## src/rtl/clk_div_monitor.sv

```systemverilog
// clk_div_monitor
//   Measures the high and low phase lengths of a divided clock in reference
//   clock cycles and checks each completed period against the programmed
//   division ratio. The block reports lock, sticky mismatch and sticky
//   timeout status.
//
// Parameters
//   ratio_width : width of the ratio and count fields (minimum 2)
//   lock_count  : number of consecutive matching periods needed for lock (>= 1)
//
// Ports
//   i_ref_clk    : reference clock, the only clock of the block
//   i_rst_n      : synchronous active-low reset
//   i_mon_en     : monitor enable; 0 idles the block and clears its status
//   i_div_clk    : divided clock under test, synchronous to i_ref_clk
//   i_exp_ratio  : expected division ratio N
//   o_high_cnt   : high-phase length of the last completed period
//   o_low_cnt    : low-phase length of the last completed period
//   o_meas_ratio : o_high_cnt + o_low_cnt of the last completed period
//   o_meas_valid : one-cycle pulse when a new measurement is latched
//   o_locked     : lock_count consecutive matching periods were seen
//   o_mismatch   : sticky, a completed period failed the check
//   o_timeout    : sticky, a phase or period exceeded the count range
module clk_div_monitor #(
  parameter int ratio_width = 4,
  parameter int lock_count  = 2
) (
  input  logic                   i_ref_clk,
  input  logic                   i_rst_n,
  input  logic                   i_mon_en,
  input  logic                   i_div_clk,
  input  logic [ratio_width-1:0] i_exp_ratio,
  output logic [ratio_width-1:0] o_high_cnt,
  output logic [ratio_width-1:0] o_low_cnt,
  output logic [ratio_width-1:0] o_meas_ratio,
  output logic                   o_meas_valid,
  output logic                   o_locked,
  output logic                   o_mismatch,
  output logic                   o_timeout
);

  localparam int mcnt_w = $clog2(lock_count + 1);

  localparam logic [ratio_width-1:0] cnt_max  = {ratio_width{1'b1}};
  localparam logic [ratio_width-1:0] cnt_one  = ratio_width'(1);
  localparam logic [mcnt_w-1:0]      lock_lim = mcnt_w'(lock_count);
  localparam logic [mcnt_w-1:0]      mcnt_one = mcnt_w'(1);

  typedef enum logic [1:0] {
    IDLE = 2'd0,
    SYNC = 2'd1,
    HIGH = 2'd2,
    LOW  = 2'd3
  } state_t;

  // Expected high phase for ratio n: the shorter half.
  function automatic logic [ratio_width-1:0] exp_high(input logic [ratio_width-1:0] n);
    exp_high = {1'b0, n[ratio_width-1:1]};
  endfunction

  // Expected low phase for ratio n: gets the extra cycle when n is odd.
  function automatic logic [ratio_width-1:0] exp_low(input logic [ratio_width-1:0] n);
    exp_low = n - exp_high(n);
  endfunction

  state_t                 state_q;
  logic                   prev_q;
  logic [ratio_width-1:0] exp_q;
  logic [ratio_width-1:0] hcnt_q;
  logic [ratio_width-1:0] lcnt_q;
  logic [mcnt_w-1:0]      match_q;
  logic [ratio_width-1:0] high_q;
  logic [ratio_width-1:0] low_q;
  logic [ratio_width-1:0] ratio_q;
  logic                   valid_q;
  logic                   locked_q;
  logic                   mismatch_q;
  logic                   timeout_q;

  logic                   rise_s;
  logic                   fall_s;
  logic [ratio_width:0]   sum_s;
  logic                   complete_s;
  logic                   tmo_s;
  logic                   chk_en_s;
  logic                   shape_ok_s;
  logic [mcnt_w-1:0]      match_inc_s;

  // Edge detection, period arithmetic and overflow / check decisions.
  always_comb begin
    rise_s      = i_div_clk & ~prev_q;
    fall_s      = ~i_div_clk & prev_q;
    sum_s       = {1'b0, hcnt_q} + {1'b0, lcnt_q};
    complete_s  = (state_q == LOW) & rise_s;
    // A phase that is already at full count and does not end would need one
    // more count; a completed period whose sum does not fit is also rejected.
    tmo_s       = ((state_q == HIGH) & ~fall_s & (hcnt_q == cnt_max))
                | ((state_q == LOW)  & ~rise_s & (lcnt_q == cnt_max))
                | (complete_s & (sum_s > {1'b0, cnt_max}));
    // Ratios 0 and 1 cannot describe a real divided clock: no checking.
    chk_en_s    = |exp_q[ratio_width-1:1];
    shape_ok_s  = (hcnt_q == exp_high(exp_q)) & (lcnt_q == exp_low(exp_q));
    match_inc_s = (match_q == lock_lim) ? match_q : (match_q + mcnt_one);
  end

  // Measurement FSM with all status and result registers.
  always_ff @(posedge i_ref_clk) begin
    if (!i_rst_n) begin
      state_q    <= IDLE;
      prev_q     <= 1'b0;
      exp_q      <= '0;
      hcnt_q     <= '0;
      lcnt_q     <= '0;
      match_q    <= '0;
      high_q     <= '0;
      low_q      <= '0;
      ratio_q    <= '0;
      valid_q    <= 1'b0;
      locked_q   <= 1'b0;
      mismatch_q <= 1'b0;
      timeout_q  <= 1'b0;
    end else begin
      prev_q  <= i_div_clk;
      valid_q <= 1'b0;
      if (!i_mon_en) begin
        // Results hold; status clears. Tracking the ratio here means that
        // enabling never sees a stale value as a ratio change.
        state_q    <= IDLE;
        exp_q      <= i_exp_ratio;
        match_q    <= '0;
        locked_q   <= 1'b0;
        mismatch_q <= 1'b0;
        timeout_q  <= 1'b0;
      end else if (i_exp_ratio != exp_q) begin
        // New ratio: restart from a clean period, keep the mismatch history.
        state_q  <= SYNC;
        exp_q    <= i_exp_ratio;
        match_q  <= '0;
        locked_q <= 1'b0;
      end else if (tmo_s) begin
        state_q   <= SYNC;
        match_q   <= '0;
        locked_q  <= 1'b0;
        timeout_q <= 1'b1;
      end else begin
        case (state_q)
          IDLE: begin
            state_q <= SYNC;
          end
          SYNC: begin
            if (rise_s) begin
              hcnt_q  <= cnt_one;
              state_q <= HIGH;
            end
          end
          HIGH: begin
            if (fall_s) begin
              lcnt_q  <= cnt_one;
              state_q <= LOW;
            end else begin
              hcnt_q <= hcnt_q + cnt_one;
            end
          end
          LOW: begin
            if (rise_s) begin
              high_q  <= hcnt_q;
              low_q   <= lcnt_q;
              ratio_q <= sum_s[ratio_width-1:0];
              valid_q <= 1'b1;
              // The completing rise is also the first high cycle of the next period.
              hcnt_q  <= cnt_one;
              state_q <= HIGH;
              if (chk_en_s) begin
                if (shape_ok_s) begin
                  match_q  <= match_inc_s;
                  locked_q <= (match_inc_s == lock_lim);
                end else begin
                  match_q    <= '0;
                  locked_q   <= 1'b0;
                  mismatch_q <= 1'b1;
                end
              end
            end else begin
              lcnt_q <= lcnt_q + cnt_one;
            end
          end
          default: begin
            state_q <= IDLE;
          end
        endcase
      end
    end
  end

  assign o_high_cnt   = high_q;
  assign o_low_cnt    = low_q;
  assign o_meas_ratio = ratio_q;
  assign o_meas_valid = valid_q;
  assign o_locked     = locked_q;
  assign o_mismatch   = mismatch_q;
  assign o_timeout    = timeout_q;

endmodule

```

## config.mk

```make
export PLATFORM = sky130hd
export DESIGN_NAME = clk_div_monitor
export DESIGN_NICKNAME = d
export VERILOG_FILES = /design/src/rtl/clk_div_monitor.sv
export SDC_FILE = /design/constraint.sdc
export NUM_CORES = 1
export LEC_CHECK = 0
export ABC_AREA = 1
export ABC_CLOCK_PERIOD_IN_PS = 5500
export CAP_MARGIN = 15
export CORE_MARGIN = 2
export CORE_UTILIZATION = 50
export DETAILED_ROUTE_END_ITERATION = 10
export PLACE_DENSITY = 0.73
export SLEW_MARGIN = 20
export SYNTH_ARGS = -nofsm -noshare
export SYNTH_HDL_FRONTEND = slang
export SYNTH_SLANG_ARGS = --single-unit
export TNS_END_PERCENT = 5
```

## constraint.sdc

```tcl
create_clock -name i_ref_clk -period 5.5 [get_ports i_ref_clk]
set_input_delay 1.1 -clock i_ref_clk [delete_from_list [all_inputs] [get_ports i_ref_clk]]
set_output_delay 1.1 -clock i_ref_clk [all_outputs]
set_load 0.01 [all_outputs]
```

==> flow_summary.ini, run 1 <==
[detailed_routing]
drt-initial-drc-count = 121
vias = 1697
wire_per_inst_um = 11.1
drc = 0
drt_pass1_iterations = 4
via_per_inst = 4.83
antenna_left = 0
wl_mm = 3.89

[clocking]
clkTransAtPathRegs_ns = 0.07
insertion_delay_ns = 0.28
cts-hold-fix-buffers = 0
cts_tree = built
cts_sinks = 33
clk_path_buf_depth = 2
cts-resized-gates = 0
numCtsBuffers = 5
cts.htree.levels = 2
post_cts_buffers = 0
root_buffer = clkbuf_8

[finish]
fin_nets = 325
final_area_um2 = 2260
layout-drive-gt1-share_pct = 8.25
areaGrowthSynthToFinish_pct = 16.3
n_antenna_cell = 0

[sta]
fmax_mhz = 389
fin_skew_ns = 0.00617
tightest_slew_ns = 0.797
hold_viol_final = 0
max-slew-margin-rel_pct = 46.7
rsz0062_at_grt = no
setup_viol = 0
period_minus_slack_ns = 2.57
tns_ns = 0
fin_crit_sh_pct = 46.8
drv_slew = 0
holdWs_ns = 0.452

[worst_setup_path]
r2r_cells = 9
worstPathRequired_ns = 5.68
r2r-start = lcnt_q[2]
path_class = primary input to flip-flop
rrSetupSlack_ns = 3.28
end_kind = flip-flop
r2r_end = o_meas_ratio[1]
worstPathMaxFanout = 14
critPathArrivalTime_ns = 2.75
start_kind = primary input

[grt]
antenna_found_initial = 0
grt-ovfl-total = 0
grt_util_all_layers_pct = 21.3
grt_max_degree = 22
grt_pass1_vias = 1587
grt_pass1_wl_mm = 7.14

[logic_synthesis]
synth_cell_types = 30
syn-instance-count = 280
syn_area_um2 = 1950
yosys.area.top_type = dfxtp_1
synth_area_leaders = dfxtp_1 (34%), nand2_1 (13%), nor2_1 (9.4%), inv_1 (7.5%), ha_1 (7.1%)
synth_edf_count = 0
ys_warn_count = 0
synth_compound_area_share_pct = 7.39
synth_top_family_by_area = simple AND/OR/NAND/NOR gates
ys_seq_elements = 33
synth_seq_area_share_pct = 33.9
synthAdderAreaFrac_pct = 9.13
synthFlopType = dfxtp_1
synth_xor_area_share_pct = 3.60
async_reset_ff_share_pct = 0
syn_avg_cell_area_um2 = 6.95
synthesis.nets = 301
yosysTopAreaCellShare_pct = 33.9
yosys-mux-area-fraction_pct = 0
yosys.area_share.simple_pct = 35.0

[min_path]
worstHoldStart = o_mismatch
hold_class = flip-flop to flip-flop
hold_end = o_mismatch
holdPathStages = 2

[floorplanning]
die_w_um = 66.4
die-area_um2 = 4410
initial_utilization_pct = 52.4
pin_count = 24
row_count = 22
die_h_um = 66.4
design.core.area_um2 = 3720

[power]
total_power_uw = 458
vdd.ir_drop.worst_mv = 0.139
cellLeakagePower_uw = 0.00107
p_per_area_nw_per_um2 = 202

[run]
drv_cap = 0

[placed_design]
dpl_cell_area_um2 = 2190
finalWeightedCongestion = 0.859
portBuffers = 23
dpl.hpwl_mm = 2.86

[outcome]
status = complete, no violations
==> through the flow <==
step | cells | setup slack (ns) | utilization (%)
global route | 351 | 2.71 | 60.9
finish | 351 | 2.93 | 60.9
CTS | 351 | 2.93 | 60.9
detailed placement | 345 | 2.63 | 58.9
global placement | 345 | 2.67 | 58.9
floorplan | 280 | 3.42 | -
==> how the worst max path moves through the flow <==
stage                   start              end  slack [ns]  cells past startpoint
3_5_place_dp        i_div_clk  o_meas_ratio[1]        2.63                      9
5_1_grt             i_div_clk  o_meas_ratio[1]        2.71                      9
6_report            i_div_clk  o_meas_ratio[1]        2.93                      9
2_1_floorplan  i_exp_ratio[0]  o_meas_ratio[2]        3.42                     10
3_3_place_gp        i_div_clk  o_meas_ratio[1]        2.67                      9
4_1_cts             i_div_clk  o_meas_ratio[1]        2.93                      9
==> cells in the mapped netlist (4+ instances only) <==
master and instances:
dfxtp_1 33, nand2_1 67, nand3_1 9, ha_1 11
inv_1 39, nor2_1 49, o21ai_0 6, a21oi_1 12
xnor2_1 5, nand2_2 4, o21ai_1 6, nand4_1 10
==> critical path, cell delays in order <==
cell,delay [ns]
clkdlybuf4s50_1,0.44
nand2_1,0.10
inv_1,0.07
nand2_2,0.09
nor2_2,0.06
nor2_4,0.31
nand3_2,0.29
o21ai_0,0.23
nor2_1,0.05
==> metal layers <==
layer  track usage [%]  wire, um
met5                 0         0
met4              6.12        13
met3              5.28       251
met2              32.9      1680
met1              29.2      1950
==> sequential cells by signal, indices dropped and copies added (netlist names) <==
| signal | count |
|---|---|
| o_high_cnt | 4 |
| match_q | 2 |
| o_low_cnt | 4 |
| lcnt_q | 4 |
| exp_q | 4 |
| hcnt_q | 4 |
| o_meas_ratio | 4 |
| state_q | 2 |
| o_mismatch | 1 |
| o_meas_valid | 1 |
| o_timeout | 1 |
| prev_q | 1 |
| o_locked | 1 |
==> cell families (layout without fill, tap and decap cells) <==
| group | Yosys count | after routing |
|---|---|---|
| adder cells (fa/ha/maj) | 13 | 13 |
| buffers and inverters | 49 | 72 |
| flip-flops | 33 | 33 |
| AND/OR/NAND/NOR | 150 | 150 |
| AO/OA/AOI/OAI | 27 | 27 |
| XOR/XNOR | 8 | 8 |
==> report_power, final <==
part / leakage, uW / internal, uW / switching, uW / total (uW)
clock network: 0.0000399 / 83.2 / 86.1 / 169
logic: 0.000758 / 17.2 / 26.9 / 44.1
registers: 0.000267 / 241 / 3.23 / 245
==> final cells by class <==
class / instances / area, um^2
repair buffers: 23 / 230
flip-flops and latches: 33 / 661
clock inverters: 1 / 5.00
multi-input cells: 198 / 1070
fillers: 356 / 1450
clock buffers: 5 / 68.8
inverters: 43 / 166
well taps: 48 / 60.1
==> layout by cell type (no fill, tap or decap) <==
cell type	n
nand3_2	3
ha_1	11
inv_1	39
a21oi_1	12
xor2_1	3
o21bai_1	1
o21ai_1	6
nor2_8	1
nand2_2	4
nand2_1	67
o21ai_2	1
or2_2	1
clkinv_2	1
clkdlybuf4s50_1	23
nand3_1	9
o211ai_1	1
clkbuf_8	5
nor3_1	1
nand4_1	10
inv_2	3
nor2_2	1
xnor2_1	5
fa_1	2
o21ai_0	6
nor2_1	49
dfxtp_1	33
clkinv_4	1
nor2_4	3
nand2_4	1
No activity file was read; power rests on OpenSTA's default activity.
==> run 2: changes to the inputs <==
Settings changed: ABC_CLOCK_PERIOD_IN_PS 5500 to 2600.
Clock period 5.5 ns to 2.6 ns, I/O delays scaled along.
==> flow_summary.ini, run 2 (same netlist as run 1, synthesis figures left out) <==
[clocking]
numCtsBuffers = 5
root_buffer = clkbuf_8
cts-hold-fix-buffers = 0
cts_sinks = 33
clkTransAtPathRegs_ns = 0.07
insertion_delay_ns = 0.29
cts_tree = built
cts.htree.levels = 2
cts-resized-gates = 0
post_cts_buffers = 0
clk_path_buf_depth = 2

[run]
drv_cap = 0

[finish]
fin_nets = 328
seq_area_um2 = 661
n_antenna_cell = 0
layout-drive-gt1-share_pct = 9.42
fin_cells = 356
multi_input_area_um2 = 1070
mostFrequentLayoutCell = nand2_1
areaGrowthSynthToFinish_pct = 19.6
fin_util_pct = 62.7
filler_cell_count = 337
final_cell_mix = nand2_1 (67), nor2_1 (49), inv_1 (39)

[floorplanning]
pin_count = 24
row_count = 22
die_h_um = 66.4
initial_utilization_pct = 52.4
die_w_um = 66.4
die-area_um2 = 4410
design.core.area_um2 = 3720

[detailed_routing]
via_per_inst = 4.87
wire_per_inst_um = 11.2
wl_mm = 3.98
drc = 0
vias = 1735
drt_pass1_iterations = 4
drt-initial-drc-count = 101
antenna_left = 0

[grt]
grt_util_all_layers_pct = 21.3
grt_pass1_vias = 1608
grt_use_met1_pct = 29.1
grt_pass1_wl_mm = 7.10
grt_busiest_layer = met2
grt-ovfl-total = 0
grt_max_degree = 15
antenna_found_initial = 0
grt_util_met3_pct = 5.62
met2_usage_pct = 32.5

[sta]
setup_viol = 0
fmax_mhz = 457
fin_crit_sh_pct = 84.1
rsz0062_at_grt = no
max-slew-margin-rel_pct = 72.5
fin_skew_ns = 0.00609
tightest_slew_ns = 0.411
tns_ns = 0
hold_viol_final = 0
period_minus_slack_ns = 2.19
drv_slew = 0

[worst_setup_path]
critPathArrivalTime_ns = 2.37
worstPathRequired_ns = 2.78
end_kind = flip-flop
path_class = flip-flop to flip-flop
start_kind = flip-flop
worstPathMaxFanout = 14

[power]
p_per_area_nw_per_um2 = 478
vdd.ir_drop.worst_mv = 0.329
cellLeakagePower_uw = 0.00110

[placed_design]
finalWeightedCongestion = 0.877
dpl.hpwl_mm = 3.06
dp_cells = 348
portBuffers = 23

[min_path]
hold_class = flip-flop to flip-flop

[outcome]
status = complete, no violations
run 2: final timing paths:
kind,slack [ns],from,depth (start not counted),end
worst max register to register,0.41,lcnt_q[2],9,o_meas_ratio[1]
worst min-delay path,0.45,o_mismatch,2,o_mismatch
worst min register to register,0.45,o_mismatch,2,o_mismatch
worst max-delay path,0.41,lcnt_q[2],9,o_meas_ratio[1]
run 2: power by group:
| group | internal, uW | switching [uW] |
|---|---|---|
| clock | 312 | 187 |
| combinational | 37.5 | 57.9 |
| sequential | 511 | 6.85 |
| total | 860 | 252 |
run 2: final cells by class:
class / count / area share (%)
Clock inverter: 1 / 1.29
Tap cell: 48 / 2.58
Timing Repair Buffer: 26 / 10.9
Sequential cell: 33 / 28.4
Clock buffer: 7 / 3.71
Inverter: 43 / 7.15
Multi-Input combinational cell: 198 / 46.1
run 2: stage by stage:
stage	hold WS [ns]	setup WS, ns	power [uW]	area [um^2]
6_report	0.452	0.413	1110	2330
5_1_grt	0.492	0.184	1160	2330
4_1_cts	0.455	0.427	1120	2330
3_5_place_dp	0.445	0.356	625	2210
3_3_place_gp	0.438	0.399	622	2210
2_1_floorplan	0.445	0.839	595	1950
run 2: critical path, stage by stage (launching register included):
cell and delay (ns):
dfxtp_1 0.49, ha_1 0.34, nand2_1 0.08, nor2_1 0.04
nor2_1 0.19, nor2_2 0.07, nor2_4 0.30, nand3_2 0.28
o21ai_0 0.23, nor2_1 0.05
run 2: layer usage:
metal / vias to the layer above / wire length [um] / share of wire (%)
li1: 922 / - / -
met1: 767 / 1950 / 49
met4: 0 / 71 / 1.8
met2: 38 / 1720 / 43
met5: - / 0 / 0
met3: 8 / 241 / 6.1
==> run 3: changes to the inputs <==
Settings changed: ABC_CLOCK_PERIOD_IN_PS 2600 to 2050.
Clock period 2.6 ns to 2.05 ns, I/O delays scaled along.
==> flow_summary.ini, run 3 (same netlist as run 1, synthesis figures left out) <==
[outcome]
status = complete, no violations

[grt]
grt_max_degree = 21
grt-ovfl-total = 0
grt_pass1_vias = 1623
grt_pass1_wl_mm = 7.11
antenna_found_initial = 0
grt_util_all_layers_pct = 21.4

[power]
power_switching_uw = 309
p_per_area_nw_per_um2 = 531
p_seq_share_pct = 51.5
sw_frac_of_total_pct = 24.3
vdd.ir_drop.worst_mv = 0.385
intPower_uw = 965
power_frac_comb_pct = 10.0
clkPwrFrac_pct = 38.5
cellLeakagePower_uw = 0.00115

[worst_setup_path]
end_kind = flip-flop
critPathBufInv = 1
cp-startpoint = hcnt_q[0]
r2r_cells = 10
crit_top_cell = nor2_1
r2r-start = hcnt_q[0]
start_kind = flip-flop
worstPathRequired_ns = 2.23
r2r_end = o_meas_ratio[1]
critPathArrivalTime_ns = 2.07
worstPathMaxFanout = 11
max_stage_delay_ns = 0.32
cp_slowest_cell = dfxtp_1
rrSetupSlack_ns = 0.16
path_class = flip-flop to flip-flop
path_cells = ha_1 -> inv_1 -> fa_1 -> nor2_1 -> nor2_1 -> nor2_2 -> nor2_4 -> nand3_2 -> o21ai_0 -> nor2_1
critPathTopFamily = simple AND/OR/NAND/NOR gates

[finish]
final_area_um2 = 2400
areaGrowthSynthToFinish_pct = 23.4
layout-drive-gt1-share_pct = 12.6
fin_nets = 338
mostFrequentLayoutCell = nand2_1
n_antenna_cell = 0
fin_cells = 365
final_cell_mix = nand2_1 (67), nor2_1 (48), inv_1 (39)

[detailed_routing]
vias = 1767
drt-initial-drc-count = 144
wl_mm = 4.20
wire_per_inst_um = 11.5
antenna_left = 0
drt_pass1_iterations = 4
via_per_inst = 4.84
drc = 0

[floorplanning]
row_count = 22
initial_utilization_pct = 52.4
die_h_um = 66.4
die_w_um = 66.4
pin_count = 24
design.core.area_um2 = 3720
die-area_um2 = 4410

[min_path]
holdPathStages = 2
worstHoldStart = o_mismatch
hold_class = flip-flop to flip-flop
hold_end = o_mismatch

[clocking]
cts.htree.levels = 2
post_cts_buffers = 0
clk_path_buf_depth = 2
clkTransAtPathRegs_ns = 0.07
insertion_delay_ns = 0.28
cts_tree = built
root_buffer = clkbuf_8
numCtsBuffers = 5
cts_sinks = 33

[sta]
drv_slew = 0
holdWs_ns = 0.453
tightest_slew_ns = 0.316
hold_viol_final = 0
rsz0062_at_grt = no
fmax_mhz = 528
period_minus_slack_ns = 1.89
fin_crit_sh_pct = 92.3
fin_ws_ns = 0.157
setup_viol = 0
fin_skew_ns = 0.00563
tns_ns = 0
max-slew-margin-rel_pct = 78.9

[placed_design]
finalWeightedCongestion = 0.826
pre_cts_ws_ns = -0.0177
dp_cells = 358
dpl_cell_area_um2 = 2310
dpl.hpwl_mm = 3.19
portBuffers = 23

[run]
drv_cap = 0
## run 3: cell count changes in the layout (fill, tap and decap cells not counted), sizes merged
cell	delta
bufinv	-1
buf	+10
## run 3: power groups by stage
stage               combinational [uW]  sequential, uW  clock (uW)
floorplan                         86.2             668           0
global placement                   123             671           0
detailed placement                 126             671           0
CTS                                127             656         499
global route                       144             657         532
finish                             127             656         491
## run 3: through the flow
stage / util, % / power [uW]
after floorplan: - / 755
after global placement: 62.2 / 793
after detailed placement: 62.2 / 796
after CTS: 64.5 / 1280
after global routing: 64.6 / 1330
final: 64.6 / 1270
## run 3: worst max-delay path by stage
stage / cells after the start / end
2_1_floorplan: 10 / match_q[1]
3_3_place_gp: 10 / o_meas_ratio[1]
3_5_place_dp: 10 / o_meas_ratio[1]
4_1_cts: 9 / match_q[1]
5_1_grt: 10 / o_meas_ratio[0]
6_report: 10 / o_meas_ratio[1]
## run 3: routing by layer
layer | up-vias | track usage (%) | part of all wire (%)
met1 | 792 | 27.9 | 50
met5 | - | 0 | 0
li1 | 945 | - | -
met4 | 0 | 5.87 | 0.88
met2 | 25 | 35.3 | 46
met3 | 5 | 5.11 | 2.8
## run 3: what timing repair did
item / in CTS / in global routing
resized for setup: 0 / 2
endpoints found under the setup margin: 0 / 4
hold buffers: 0 / 0
## run 3: worst reg2reg max path: stages (launching register included)
cell,delay (ns)
dfxtp_1,0.32
ha_1,0.20
inv_1,0.07
fa_1,0.21
nor2_1,0.06
nor2_1,0.20
nor2_2,0.08
nor2_4,0.17
nand3_2,0.23
o21ai_0,0.22
nor2_1,0.05
## run 3: cell type report
cell class              count  area (um^2)
clock buffers               7         86.3
repair buffers             36          353
flip-flops and latches     33          662
well taps                  48         60.1
fillers                   344         1310
multi-input cells         198         1070
inverters                  43          166
